--- src/rtl/shift_unit_pkg.sv ---
// Shared definitions for the sequential shift unit: op-code constants,
// FSM state type and the op-support decode.
// Build option: SHIFT_ROTATE_EN enables the ROR/ROL operations.
package shift_unit_pkg;

  localparam logic [3:0] OP_SHR  = 4'b1000;
  localparam logic [3:0] OP_SHRA = 4'b1001;
  localparam logic [3:0] OP_SHL  = 4'b1010;
  localparam logic [3:0] OP_ROR  = 4'b1011;
  localparam logic [3:0] OP_ROL  = 4'b1100;

  typedef enum logic [1:0] {
    ST_IDLE = 2'd0,
    ST_RUN  = 2'd1,
    ST_DONE = 2'd2
  } state_t;

  // True for op codes this build can execute; everything else is flagged illegal.
  function automatic logic op_supported(input logic [3:0] op);
    logic ok;
    ok = 1'b0;
    case (op)
      OP_SHR, OP_SHRA, OP_SHL: ok = 1'b1;
`ifdef SHIFT_ROTATE_EN
      OP_ROR, OP_ROL:          ok = 1'b1;
`endif
      default:                 ok = 1'b0;
    endcase
    return ok;
  endfunction

endpackage

--- src/rtl/shift_seq_unit_step.sv ---
// Combinational single-step shifter: moves value by 0..STEP positions
// according to op. Rotate paths exist only when SHIFT_ROTATE_EN is defined.
module shift_step
  import shift_unit_pkg::*;
#(
  parameter  int WIDTH = 32,
  parameter  int STEP  = 1,
  localparam int AW    = $clog2(STEP) + 1
) (
  input  logic [WIDTH-1:0] value,
  input  logic [3:0]       op,
  input  logic [AW-1:0]    amount,
  output logic [WIDTH-1:0] shifted
);

`ifdef SHIFT_ROTATE_EN
  logic [2*WIDTH-1:0] rot;
`endif

  // Select the shifted value for the requested operation.
  always_comb begin
    shifted = value;
`ifdef SHIFT_ROTATE_EN
    rot = '0;
`endif
    case (op)
      OP_SHR:  shifted = value >> amount;
      OP_SHRA: shifted = $signed(value) >>> amount;
      OP_SHL:  shifted = value << amount;
`ifdef SHIFT_ROTATE_EN
      // Doubling the word turns a rotate into a plain shift of one window.
      OP_ROR: begin
        rot     = {value, value} >> amount;
        shifted = rot[WIDTH-1:0];
      end
      OP_ROL: begin
        rot     = {value, value} << amount;
        shifted = rot[2*WIDTH-1:WIDTH];
      end
`endif
      default: shifted = value;
    endcase
  end

endmodule

--- src/rtl/shift_seq_unit.sv ---
// Multi-cycle shifter: captures an operation on start, shifts up to STEP
// positions per RUN cycle and reports completion with a one-cycle done.
// Build option: SHIFT_ROTATE_EN enables ROR/ROL; without it they are illegal.
module shift_seq_unit
  import shift_unit_pkg::*;
#(
  parameter  int WIDTH = 32,
  parameter  int STEP  = 1,
  localparam int SHW   = $clog2(WIDTH)
) (
  input  logic             clock,
  input  logic             clear,
  input  logic             start,
  input  logic [3:0]       op,
  input  logic [WIDTH-1:0] operand,
  input  logic [SHW-1:0]   shamt,
  output logic [WIDTH-1:0] result,
  output logic             busy,
  output logic             done,
  output logic             illegal
);

  localparam int AW = $clog2(STEP) + 1;

  state_t           state, state_next;
  logic [WIDTH-1:0] work, work_next;
  logic [3:0]       op_q, op_next;
  logic [SHW-1:0]   remaining, rem_next;
  logic [WIDTH-1:0] result_q, result_next;
  logic             illegal_q, illegal_next;

  logic [AW-1:0]    step_amt;
  logic [SHW-1:0]   rem_after;
  logic [WIDTH-1:0] work_shifted;

  // Per-cycle step is min(STEP, remaining); compared one bit wider since STEP may equal WIDTH.
  always_comb begin
    if ({1'b0, remaining} >= (SHW+1)'(STEP)) begin
      step_amt = AW'(STEP);
    end else begin
      step_amt = AW'(remaining);
    end
    rem_after = remaining - SHW'(step_amt);
  end

  shift_step #(
    .WIDTH (WIDTH),
    .STEP  (STEP)
  ) u_step (
    .value   (work),
    .op      (op_q),
    .amount  (step_amt),
    .shifted (work_shifted)
  );

  // State and datapath registers; clear aborts any operation immediately.
  always_ff @(posedge clock or negedge clear) begin
    if (!clear) begin
      state     <= ST_IDLE;
      work      <= '0;
      op_q      <= '0;
      remaining <= '0;
      result_q  <= '0;
      illegal_q <= 1'b0;
    end else begin
      state     <= state_next;
      work      <= work_next;
      op_q      <= op_next;
      remaining <= rem_next;
      result_q  <= result_next;
      illegal_q <= illegal_next;
    end
  end

  // Next-state and datapath updates; result changes only on entry to DONE.
  always_comb begin
    state_next   = state;
    work_next    = work;
    op_next      = op_q;
    rem_next     = remaining;
    result_next  = result_q;
    illegal_next = 1'b0;
    case (state)
      ST_IDLE, ST_DONE: begin
        state_next = ST_IDLE;
        if (start) begin
          if (op_supported(op)) begin
            work_next = operand;
            op_next   = op;
            rem_next  = shamt;
            if (shamt == '0) begin
              state_next  = ST_DONE;
              result_next = operand;
            end else begin
              state_next = ST_RUN;
            end
          end else begin
            state_next   = ST_DONE;
            illegal_next = 1'b1;
          end
        end
      end
      ST_RUN: begin
        work_next = work_shifted;
        rem_next  = rem_after;
        if (rem_after == '0) begin
          state_next  = ST_DONE;
          result_next = work_shifted;
        end
      end
      default: state_next = ST_IDLE;
    endcase
  end

  assign result  = result_q;
  assign busy    = (state == ST_RUN);
  assign done    = (state == ST_DONE);
  assign illegal = illegal_q;

endmodule
--- config.mk ---
export PLATFORM = sky130hd
export DESIGN_NAME = shift_seq_unit
export DESIGN_NICKNAME = d
export VERILOG_FILES = /design/src/rtl/shift_unit_pkg.sv /design/src/rtl/shift_seq_unit_step.sv /design/src/rtl/shift_seq_unit.sv
export SDC_FILE = /design/constraint.sdc
export NUM_CORES = 1
export LEC_CHECK = 0
export CELL_PAD_IN_SITES_DETAIL_PLACEMENT = 1
export CELL_PAD_IN_SITES_GLOBAL_PLACEMENT = 1
export CORE_MARGIN = 2
export CORE_UTILIZATION = 36
export DETAILED_ROUTE_END_ITERATION = 10
export PLACE_DENSITY_LB_ADDON = 0.1
export SYNTH_ARGS = -nofsm -noshare
export SYNTH_HDL_FRONTEND = slang
export SYNTH_SLANG_ARGS = --single-unit
--- constraint.sdc ---
create_clock -name clock -period 2.7 [get_ports clock]
set_clock_uncertainty 0.2 [all_clocks]
set_input_delay 0.405 -clock clock [delete_from_list [all_inputs] [get_ports clock]]
set_output_delay 0.405 -clock clock [all_outputs]
set_load 0.05 [all_outputs]
==> summary.md <==
| Metric | Value |
|---|---|
| Mapped Avg Cell Area | 8.96 um2 |
| Crit path buf inv count | 2 |
| R2r setup slk | -2 ps |
| Pins Over Slew Limit | 0 |
| Peak VDD IR | 0.000697 V |
| Initial core utilization | 0.368 |
| Setup WS post-layout | -2.30 ps |
| Post-Synth Adder-Cell Area | 0.00598 |
| Failing checks | setup timing |
| Vias in the first global route | 4015 |
| Slew @ Worst Pin | 522 ps |
| RSZ-0062 raised after global routing | true |
| Sequential Power Share | 0.325 |
| Layout filler cell count | 1317 |
| Fraction of layout cells with a size suffix above 1 | 0.211 |
| Core Area | 11400 um2 |
| Worst setup EP type | register |
| Crit path DAT | 2720 ps |
| Routed WL | 13300 um |
| CTS H-Tree Depth | 3 |
| Iter 0 DRT Violations | 142 |
| RePlAce Congestion | 0.781 |
| CP Class | register to register |
| FP Rows | 39 |
| Max_cap viols | 0 |
| FF-to-FF Start | remaining[3] |
| Clock sink total | 76 |
| Clock network power share | 0.190 |
| GRT Total Usage | 0.211 |
| Num CTS Buffers | 9 |
| #FFs+latches synth | 76 |
| Startpoint types | register |
| Syn_nets | 513 |
| CP most frequent cell | nor2_4 |
| P_int | 3.88 mW |
| XOR/XNOR Fraction of Synth Area | 0.00209 |
| Hold path depth | 1 |
| DR vias/cell | 5.58 |
| Nets | 604 |
| Area occupied by multi-input gates | 2210 um2 |
| Static Leak | 2.40 nW |
| Grt total ovfl | 0 |
| Synth Area in Simple Gates | 0.140 |
| Pwr/cell area | 1180 nW/um2 |
| Hpwl dp | 8620 um |
| Largest net degree at the start of global routing | 64 |
| Via count | 3943 |
| Initial antenna violation count | 0 |
| WP data required | 2720 ps |
| Antenna cells | 0 |
| Longest Clk Path Bufs | 2 |
| Leading cell type by number of instances after synthesis | dfrtp_1 |
| Largest family of logic cells by synthesized area | compound AO/OA/AOI/OAI gates |
| Tot Pwr | 6.96 mW |
| Register area | 1900 um2 |
| Sequential element share of the synthesized area | 0.455 |
| Synth Area in Compound Gates | 0.317 |
| Status | complete, but fails checks |
| Mapped Cells | 467 |
| Finish-stage setup viols | 1 |
| Top_reg_cell synth | dfrtp_1 |
| Mapped Area | 4180 um2 |
| CTS tree | done |
| Min Tclk post-route | 2700 ps |
| Switching power | 3.08 mW |
| Area Growth Syn to Fin | 40.7% |
| Clk root buf | clkbuf_16 |
| Final Hold Vio Count | 0 |
| Die ar. | 12500 um2 |
| HP Class | register to register |
| Critical Path, Cell by Cell | or4_4 > nor2_4 > nor2_4 > ha_4 > xnor2_2 > o2111a_1 > a22o_4 > buf_12 > clkbuf_16 > nor2_4 > a31oi_4 |
| Cell family with most CP delay | simple AND/OR/NAND/NOR gates |
| CP Max Fanout | 6 |
| Final period utilization | 1.00 |
| Synth area leader | dfrtp_1 |
| Top post-synthesis cells by count | dfrtp_1 (76), nor2_1 (58), a21oi_1 (52), o21ai_0 (52), nand2_1 (49) |
| Rel. slew slack | 0.651 |
| Buffers added on ports | 78 |
| Routed Antenna Nets | 0 |
| Detailed Routing Iterations Pass 1 | 4 |
| Post-synth ARST share | 1.00 |
| Sw frac | 0.443 |
| Peak Freq | 370 MHz |
| Die Ht | 112 um |
| Largest stage delay, worst path | 560 ps |
| Min-Delay Endpoint | op_q[2] |
| Mux cell area share after synthesis | 0.0182 |
| Clk slew on worst S/H paths | 60 ps |
| Die X | 112 um |
| Hold Crit Start | op_q[2] |
| Worst Reg2Reg Path Length in Cells | 11 |
| Latest clock arrival within the worst-skew pair | 350 ps |
| Drt drc | 0 |
| Io pins | 79 |
| Yosys top cell area share | 0.455 |
| Slowest-stage cell, CP | or4_4 |
| End-of-flow core utilization | 0.518 |
| DR WL/cell | 18.9 um |
| Area contributors post-synth | dfrtp_1 (45%), a21oi_1 (6.2%), o21ai_0 (6.2%), a31oi_2 (6.0%), nor2_1 (5.2%) |
| Netlist cell types | 52 |
| Worst r2r dst | result[16] |
| Power share of the combinational group | 0.485 |
| First-pass GRT wire length | 21100 um |
| Number of flops mapped to enable cells by yosys | 0 |
| Synthesis Warnings | 0 |
-- cells by family after synthesis --
group           after synthesis
xor+xnor                      1
compound gates              198
mux                           7
flops                        76
simple gates                134
fa+ha+maj                     2
buf+inv                      49
-- worst register-to-register path: stages, from the launching register on --
cell	delay, ps
dfrtp_1	380
or4_4	560
nor2_4	160
nor2_4	60
ha_4	170
xnor2_2	130
o2111a_1	140
a22o_4	290
buf_12	150
clkbuf_16	160
nor2_4	130
a31oi_4	40
-- power by group through the flow --
stage / Clock, mW / Sequential (mW) / Combinational, mW
2_1_floorplan: 0 / 2.92 / 1.33
3_3_place_gp: 0 / 2.18 / 3.10
3_5_place_dp: 0 / 2.21 / 3.18
4_1_cts: 1.36 / 2.21 / 3.26
5_1_grt: 1.40 / 2.34 / 3.64
6_report: 1.32 / 2.26 / 3.38
-- stage by stage --
stage / cells / hold slack, ps / instance area (um2) / setup TNS, ps / setup slack, ps
detailed placement: 677 / 184 / 5200 / -301 / -53.7
finish: 706 / 319 / 5890 / -2.30 / -2.30
floorplan: 467 / -90.6 / 4190 / -879 / -43.5
global placement: 677 / 186 / 5200 / 0 / 71.1
global route: 706 / 346 / 5890 / -594 / -66.8
CTS: 698 / 309 / 5650 / -6.41 / -3.35
-- what timing repair did --
item	in CTS	in global routing
gates cloned	1	3
resized for setup	18	29
hold endpoints to repair	32	0
hold buffers	1	0
buffers inserted	3	5
pin swaps	5	7
setup endpoints to repair	25	25
-- metal layers --
metal / track usage / routed length, um / share of wire / up-vias
li1: - / - / - / 1876
met1: 0.276 / 6100 / 0.46 / 1980
met2: 0.348 / 6620 / 0.50 / 69
met3: 0.0468 / 372 / 0.028 / 18
met4: 0.0708 / 230 / 0.017 / 0
met5: 0 / 0 / 0 / -
-- registers in the layout (all words and copies together) (netlist names) --
register / count
op_q: 4
result: 32
remaining: 5
illegal: 1
work: 32
state: 2
-- how the worst max path moves through the flow --
stage / from / end / slack, ps / cells after the start
4_1_cts: remaining[2] / result[21] / -3 / 11
3_5_place_dp: remaining[1] / result[16] / -50 / 11
6_report: remaining[3] / result[16] / -2 / 11
2_1_floorplan: remaining[1] / result[10] / -40 / 11
3_3_place_gp: remaining[1] / result[30] / 70 / 9
5_1_grt: remaining[3] / result[16] / -70 / 11
-- cell type report --
cell class,instances,share of cell area
flip-flops and latches,76,0.323
repair buffers,117,0.210
well taps,143,0.0304
multi-input cells,342,0.375
clock buffers,12,0.0419
clock inverters,4,0.0123
inverters,12,0.00765
-- cell usage in the layout (no fill, tap or decap), types with 2 or more instances in the layout --
| cell type | count |
|---|---|
| a211oi_2 | 3 |
| a21oi_1 | 52 |
| a221o_1 | 2 |
| a22oi_1 | 3 |
| a31oi_1 | 12 |
| a31oi_2 | 18 |
| a31oi_4 | 2 |
| buf_12 | 4 |
| buf_16 | 3 |
| buf_4 | 30 |
| bufinv_16 | 2 |
| clkbuf_1 | 2 |
| clkbuf_16 | 12 |
| clkdlybuf4s50_1 | 76 |
| dfrtp_1 | 76 |
| inv_1 | 10 |
| mux2_2 | 4 |
| mux2i_1 | 2 |
| nand2_1 | 49 |
| nand2b_1 | 5 |
| nand3_1 | 5 |
| nor2_1 | 36 |
| nor2_2 | 7 |
| nor2_4 | 16 |
| nor2b_1 | 4 |
| nor3_1 | 4 |
| o21ai_0 | 51 |
| o21ai_1 | 8 |
| o22ai_1 | 31 |
(Power assumes the default switching activity.)
